**config.mk**
```make
export PLATFORM = sky130hd
export DESIGN_NAME = nitta_spi_frame_sequencer
export DESIGN_NICKNAME = d
export VERILOG_FILES = /design/src/rtl/nitta_spi_frame_sequencer.sv
export SDC_FILE = /design/constraint.sdc
export NUM_CORES = 1
export LEC_CHECK = 0
export ABC_AREA = 1
export BUFFER_PORTS_ARGS = -buffer_cell sky130_fd_sc_hd__buf_4
export CAP_MARGIN = 0
export CORE_UTILIZATION = 50
export CTS_BUF_LIST = sky130_fd_sc_hd__clkbuf_16
export DETAILED_ROUTE_END_ITERATION = 6
export PLACE_DENSITY = 0.68
export SLEW_MARGIN = 40
export SYNTH_ARGS = -nofsm -noshare
export SYNTH_HDL_FRONTEND = slang
export SYNTH_SLANG_ARGS = --single-unit
```
**constraint.sdc**
```tcl
create_clock -name clk -period 10.2 [get_ports clk]
set_clock_uncertainty 0.2 [all_clocks]
set_input_delay 0.51 -clock clk [delete_from_list [all_inputs] [get_ports clk]]
set_output_delay 0.51 -clock clk [all_outputs]
set_load 0.01 [all_outputs]
```
**src/rtl/nitta_spi_frame_sequencer.sv**
```systemverilog
// Frame buffer between a NITTA word writer and an SPI splitter: collect words,
// commit a frame, then replay it word by word while the SPI master holds chip select.
module nitta_spi_frame_sequencer #(
  parameter int DATA_WIDTH = 32,
  parameter int BUF_SIZE   = 4,
  parameter int PTR_WIDTH  = 3
) (
  input  logic                  clk,
  input  logic                  rst,
  input  logic                  wr,
  input  logic [DATA_WIDTH-1:0] data_in,
  input  logic                  commit,
  input  logic                  spi_cs,
  input  logic                  splitter_ready,
  output logic [DATA_WIDTH-1:0] word_out,
  output logic                  busy,
  output logic                  frame_done,
  output logic                  overflow,
  output logic [PTR_WIDTH-1:0]  word_cnt,
  output logic [1:0]            state_dbg
);

  typedef enum logic [1:0] {
    FILL  = 2'd0,
    READY = 2'd1,
    SEND  = 2'd2,
    DONE  = 2'd3
  } state_t;

  // Storage is sized to the pointer range so any rd_ptr value indexes a real entry.
  localparam int MEM_DEPTH = 1 << PTR_WIDTH;
  localparam logic [PTR_WIDTH-1:0] FULL = PTR_WIDTH'(BUF_SIZE);
  localparam logic [PTR_WIDTH-1:0] ONE  = PTR_WIDTH'(1);

  state_t                state, state_next;
  logic [PTR_WIDTH-1:0]  cnt, cnt_next;
  logic [PTR_WIDTH-1:0]  rd_ptr, rd_ptr_next;
  logic [DATA_WIDTH-1:0] mem [MEM_DEPTH];
  logic                  store;
  logic                  ovf_set;

  // Splitter handshake: word_out is always valid in SEND; a one-cycle
  // splitter_ready pulse consumes it and the next word appears one cycle later.
  always_comb begin
    state_next  = state;
    cnt_next    = cnt;
    rd_ptr_next = rd_ptr;
    store       = 1'b0;
    ovf_set     = 1'b0;
    case (state)
      FILL: begin
        if (wr) begin
          if (cnt < FULL) store = 1'b1;
          else            ovf_set = 1'b1;
        end
        if (store) cnt_next = cnt + ONE;
        // Commit sees the count including a same-cycle write.
        if (commit && (cnt_next != '0)) state_next = READY;
      end
      READY: begin
        if (spi_cs) begin
          state_next  = SEND;
          rd_ptr_next = '0;
        end
      end
      SEND: begin
        if (!spi_cs) begin
          state_next  = READY;
          rd_ptr_next = '0;
        end else if (splitter_ready) begin
          if (rd_ptr == cnt - ONE) begin
            state_next  = DONE;
            rd_ptr_next = '0;
          end else begin
            rd_ptr_next = rd_ptr + ONE;
          end
        end
      end
      DONE: begin
        state_next  = FILL;
        cnt_next    = '0;
        rd_ptr_next = '0;
      end
      default: begin
        state_next  = FILL;
        cnt_next    = '0;
        rd_ptr_next = '0;
      end
    endcase
  end

  always_ff @(posedge clk or posedge rst) begin
    if (rst) begin
      state      <= FILL;
      cnt        <= '0;
      rd_ptr     <= '0;
      busy       <= 1'b0;
      frame_done <= 1'b0;
      overflow   <= 1'b0;
      for (int i = 0; i < MEM_DEPTH; i++) mem[i] <= '0;
    end else begin
      state      <= state_next;
      cnt        <= cnt_next;
      rd_ptr     <= rd_ptr_next;
      busy       <= (state_next != FILL);
      frame_done <= (state_next == DONE);
      overflow   <= overflow | ovf_set;
      if (store) mem[cnt] <= data_in;
    end
  end

  assign word_out  = mem[rd_ptr];
  assign word_cnt  = cnt;
  assign state_dbg = state;

endmodule

```
# Word level (Yosys, flattened, before mapping)
# Index checks and enable logic that the tools add are counted.
[op_classes] mux=27 n_shift=0 div_mod_pow=0 bitwise=3 reduce_logical=8 eq_ne=7 order_cmp=4 add_sub_neg=3 n_mul=0
[ops] operator="bitwise mux 256 bit" n=1
[ops] operator="binary-select mux 32 bit (select 3 bit)" n=1
[ops] operator="demux 32 bit (select 3 bit)" n=1
[ops] operator="2-to-1 mux 32 bit" n=3
[ops] operator="2-to-1 mux 3 bit" n=6
[ops] operator="2-to-1 mux 2 bit" n=5
[ops] operator="one-hot mux 3 bit (3 select lines)" n=1
[ops] operator="greater-or-equal comparator 4 bit, second input constant" n=2
[ops] operator="inverter 3 -> 4 bit" n=2
[ops] operator="one-hot mux 2 bit (4 select lines)" n=1
[ops] operator="2-to-1 mux 1 bit" n=7
[ops] operator="adder 3 x 1 -> 3 bit, second input constant" n=2
[ops] operator="equality test 2 bit, second input constant" n=3
[ops] operator="one-hot mux 3 bit (2 select lines)" n=1
[ops] operator="nonzero test 3 bit" n=2
[ops] operator="less-than comparator 4 x 1 -> 1 bit, second input constant" n=1
[ops] operator="nonzero test 2 bit" n=2
[ops] operator="equality test 3 bit" n=1
[ops] operator="less-than comparator 3 bit, second input constant" n=1
[ops] operator="inequality test 3 bit, second input constant" n=1
[ops] operator="AND reduction 3 bit" n=1
[ops] operator="subtractor 3 x 1 -> 3 bit, second input constant" n=1
[ops] operator="equality test 2 x 1 -> 1 bit, second input constant" n=1
[ops] operator="logical AND 1 bit" n=2
[ops] operator="3 further kinds" n=3
[totals] rom_bits=0 elab_cells=66 latchBits=0 reg_bits=267 out_inout_bits=40 n_memories=0 mem_bits_rw=0 inputBits=38

# Logic depth before layout (Yosys ltp)
[logic_depth] word_depth=11 mapped_depth=13 ltp_nobuf=13

# Worst setup path after synthesis
# Ideal clock, no wire load.
[synth_timing] path_kind="register to output" start="register rd_ptr[0]" end="output word_out[20]" setup_slack_ns=8.013 path_stages_with_launch=9 n_path_buf=3 arrival_ns=1.477 path_cell_list="dfrtp_1 buf_2 clkinv_1 buf_2 buf_2 nor2_1 o21ai_0 a21oi_1 a31oi_1"
[synth_via] elab_chain_cells=4
[synth_lines] element="start: declaration" line="37" text="logic [PTR_WIDTH-1:0] rd_ptr, rd_ptr_next;"
[synth_lines] element="start signal: assignment" line="104" text="rd_ptr <= rd_ptr_next;"
[synth_lines] element="inverter 3 -> 4 bit (implied by the code)" line="112" text="assign word_out = mem[rd_ptr];"
[synth_lines] element="binary-select mux 32 bit (select 3 bit)" line="112"
[synth_lines] element="2-to-1 mux 32 bit (implied by the code) (2 in series)" line="112"
[synth_lines] element="end: declaration" line="15" text="output logic [DATA_WIDTH-1:0] word_out,"
# No other way between the ends. The select of a mux whose other input is x is not followed.

# Worst setup path after layout
# Ends and elaborated chain as after synthesis.

==> flow_summary.json <==
{
  "die_area_um2": 22980,
  "die_h_um": 151.6,
  "cts_buffers": 28,
  "status": "complete, no violations",
  "cts_resized": 0,
  "ant_nets": 0,
  "worstSetupEndpointType": "primary output",
  "wl_per_cell_um": 15.83,
  "cp.arrival_ns": 3.13,
  "drive_gt1_share_pct": 11.07,
  "dp.final_hpwl_um": 13380,
  "placed_area_um2": 11450,
  "grt_usage_pct": 22.37,
  "cts_tree": "built",
  "multi_input_area_um2": 3422,
  "core-area_um2": 21890,
  "pin_count": 78,
  "crit_path_frequent_cell": "buf_4",
  "use_met3_pct": 2.784,
  "start_util_pct": 51.11,
  "numClockSinks": 267,
  "period_minus_slack_ns": 3.840,
  "path_max_fanout": 82,
  "cp_cell_sequence": "inv_4 -> buf_4 -> nor2_1 -> o21ai_0 -> a21oi_1 -> a31oi_1 -> buf_4",
  "vias_per_cell": 5.171,
  "vdd_ir_drop_max_mv": 0.1168,
  "grt_pass1_wl_um": 40690,
  "ys_seq_elements": 267,
  "post-route-period-util_pct": 37.65,
  "regArea_um2": 6690,
  "wirelength_um": 24310,
  "drtPass1Iterations": 7,
  "port_buffers": 77,
  "cts_buffer_depth": 3,
  "p_seq_share_pct": 41.9,
  "comb_power_share_pct": 31.7,
  "setup_violations": 0,
  "swShare_pct": 34.64,
  "diodes": 0,
  "postSynthCellCount": 1295,
  "fill_cells": 1975,
  "drt_iter0_markers": 612,
  "cpMaxStageDelayCell": "buf_4",
  "layout_common_cells": "dfrtp_1, o21ai_0, nor2_1, nand2_1, buf_4",
  "power_leakage_uw": 0.006086,
  "clkTransAtPathRegs_ns": 0.06,
  "maxCapViolCount": 0,
  "cpPeakStageDelay_ns": 0.71,
  "stdcell_area_um2": 12520,
  "slew_headroom_pct": 47.72,
  "clkLatencyLatePin_ns": 0.53,
  "use_met1_pct": 33.31,
  "syn2layout_area_growth_pct": 11.92,
  "rsz0062_at_grt": "false",
  "finalHoldViolCount": 0,
  "critPathLaunchType": "flop",
  "ys_seq_area_share_pct": 59.72,
  "ys_warn_count": 0,
  "yosysUniqueCellTypes": 23,
  "first_global_vias": 7944,
  "hold_path_class": "input pin to flop",
  "nets": 1280,
  "overflow": 0,
  "netlist_area_um2": 11190,
  "timing.final.ws_setup_ns": 6.360,
  "worst_pin_slew_ns": 0.7842,
  "fmax_mhz": 260.4,
  "finalSetupTns_ns": 0,
  "place_ws_ns": 6.907,
  "row_count": 54,
  "crit_required_ns": 9.49,
  "htreeDepth": 1,
  "vias": 7943,
  "grt_busiest_layer": "met2",
  "synth.avg_cell_area_um2": 8.640,
  "gr-usage-met2_pct": 35.14,
  "grt_max_degree": 130,
  "p_int_uw": 2263,
  "die_x_um": 151.6,
  "crit_type": "flop to primary output",
  "clockPowerShare_pct": 26.4,
  "synth_nets": 1340,
  "antenna_found_initial": 0,
  "finalMaxSlewViolations": 0,
  "layout_commonest_cell": "dfrtp_1",
  "cts_root_buf": "clkbuf_16",
  "gp_congestion": 0.7841,
  "power_density_nw_per_um2": 276.5,
  "power.switching_uw": 1199,
  "drc_errors": 0
}
## repair_timing
item	CTS	global route
endpoints found under the setup margin	0	0
setup buffers	0	0
hold buffers	22	0
hold endpoints to repair	149	0
## area by class of cell
| cell class | instances | share of cell area, % |
|---|---|---|
| clock inverter | 22 | 0.7594 |
| clock buffer | 29 | 5.795 |
| inverter | 82 | 2.578 |
| tap | 280 | 2.798 |
| multi-input combinational | 744 | 27.33 |
| sequential | 267 | 53.43 |
| timing repair buffer | 112 | 7.314 |
## power groups by stage
stage	logic (uW)	registers, uW	clock network, uW
2_1_floorplan	747	1440	0
3_3_place_gp	1070	1460	0
3_5_place_dp	1100	1470	0
4_1_cts	1110	1450	931
5_1_grt	1270	1480	976
6_report	1100	1450	914
## sequential cells by signal, indices dropped and copies added (netlist names)
signal and cells:
busy 1, mem 256, frame_done 1, rd_ptr 3, overflow 1, word_cnt 3
state_dbg 2
## cells in the mapped netlist
| library cell | n | share of area, % |
|---|---|---|
| ha_1 | 7 | 0.78 |
| a31oi_1 | 32 | 1.8 |
| a21o_1 | 1 | 0.067 |
| a21oi_1 | 70 | 3.1 |
| o21ai_1 | 9 | 0.40 |
| inv_2 | 2 | 0.067 |
| buf_1 | 2 | 0.067 |
| o21ai_0 | 250 | 11 |
| clkbuf_1 | 181 | 6.1 |
| o22ai_1 | 2 | 0.11 |
| nor3_1 | 3 | 0.13 |
| buf_2 | 19 | 0.85 |
| or2_2 | 1 | 0.056 |
| clkinv_1 | 1 | 0.034 |
| inv_1 | 79 | 2.7 |
| nand3_1 | 4 | 0.18 |
| nand3_2 | 1 | 0.089 |
| nor2_1 | 197 | 6.6 |
| nand2_1 | 162 | 5.4 |
| a31o_2 | 1 | 0.078 |
| nand4_1 | 2 | 0.11 |
| dfrtp_1 | 267 | 60 |
| nor4_4 | 2 | 0.38 |
## per-stage QoR
step                power (uW)  std cells  hold WS, ns  utilization [%]
floorplan                 2184       1295       0.2239                -
global placement          2532       1461       0.1597            52.25
detailed placement        2561       1461       0.1605            52.32
CTS                       3493       1534     0.001846            57.08
global route              3723       1536      0.01923            57.20
finish                    3462       1536      0.01106            57.20
## logic make-up (layout without fill, tap and decap cells)
logic type / after synthesis / after routing / synth area share [%]
flops: 267 / 267 / 59.72
buf+inv: 284 / 245 / 9.741
fa+ha+maj: 7 / 7 / 0.7828
compound gates: 365 / 365 / 16.76
simple gates: 372 / 372 / 12.99
## critical path: cells and delay by family, from the launching register on
| family | cells | cell delay, ns |
|---|---|---|
| simple gates | 1 | 0.08 |
| buf+inv | 3 | 1.44 |
| compound gates | 3 | 0.55 |
| flops | 1 | 0.49 |
## metal layers
layer / share of wire [%] / up-vias
met2: 45 / 178
met5: 0 / -
met4: 1.6 / 0
met1: 48 / 3777
met3: 4.9 / 30
li1: - / 3958
## path summary, 6_finish.rpt
check | to | depth (start not counted) | from | slack, ns
worst min-delay path | mem[198]$_DFFE_PP0P_ | 3 | data_in[6] | 0.01
worst max register to register | mem[217]$_DFFE_PP0P_ | 8 | state_dbg[1]$_DFF_PP0_ | 7.57
worst max-delay path | word_out[20] | 7 | rd_ptr[0]$_DFFE_PP0P_ | 6.36
min in group asynchronous | mem[208]$_DFFE_PP0P_ | 3 | rst | 0.40
max in group asynchronous | mem[184]$_DFFE_PP0P_ | 6 | rst | 7.71
worst min register to register | mem[87]$_DFFE_PP0P_ | 0 | mem[87]$_DFFE_PP0P_ | 0.17
No activity file was read; power rests on OpenSTA's default activity.
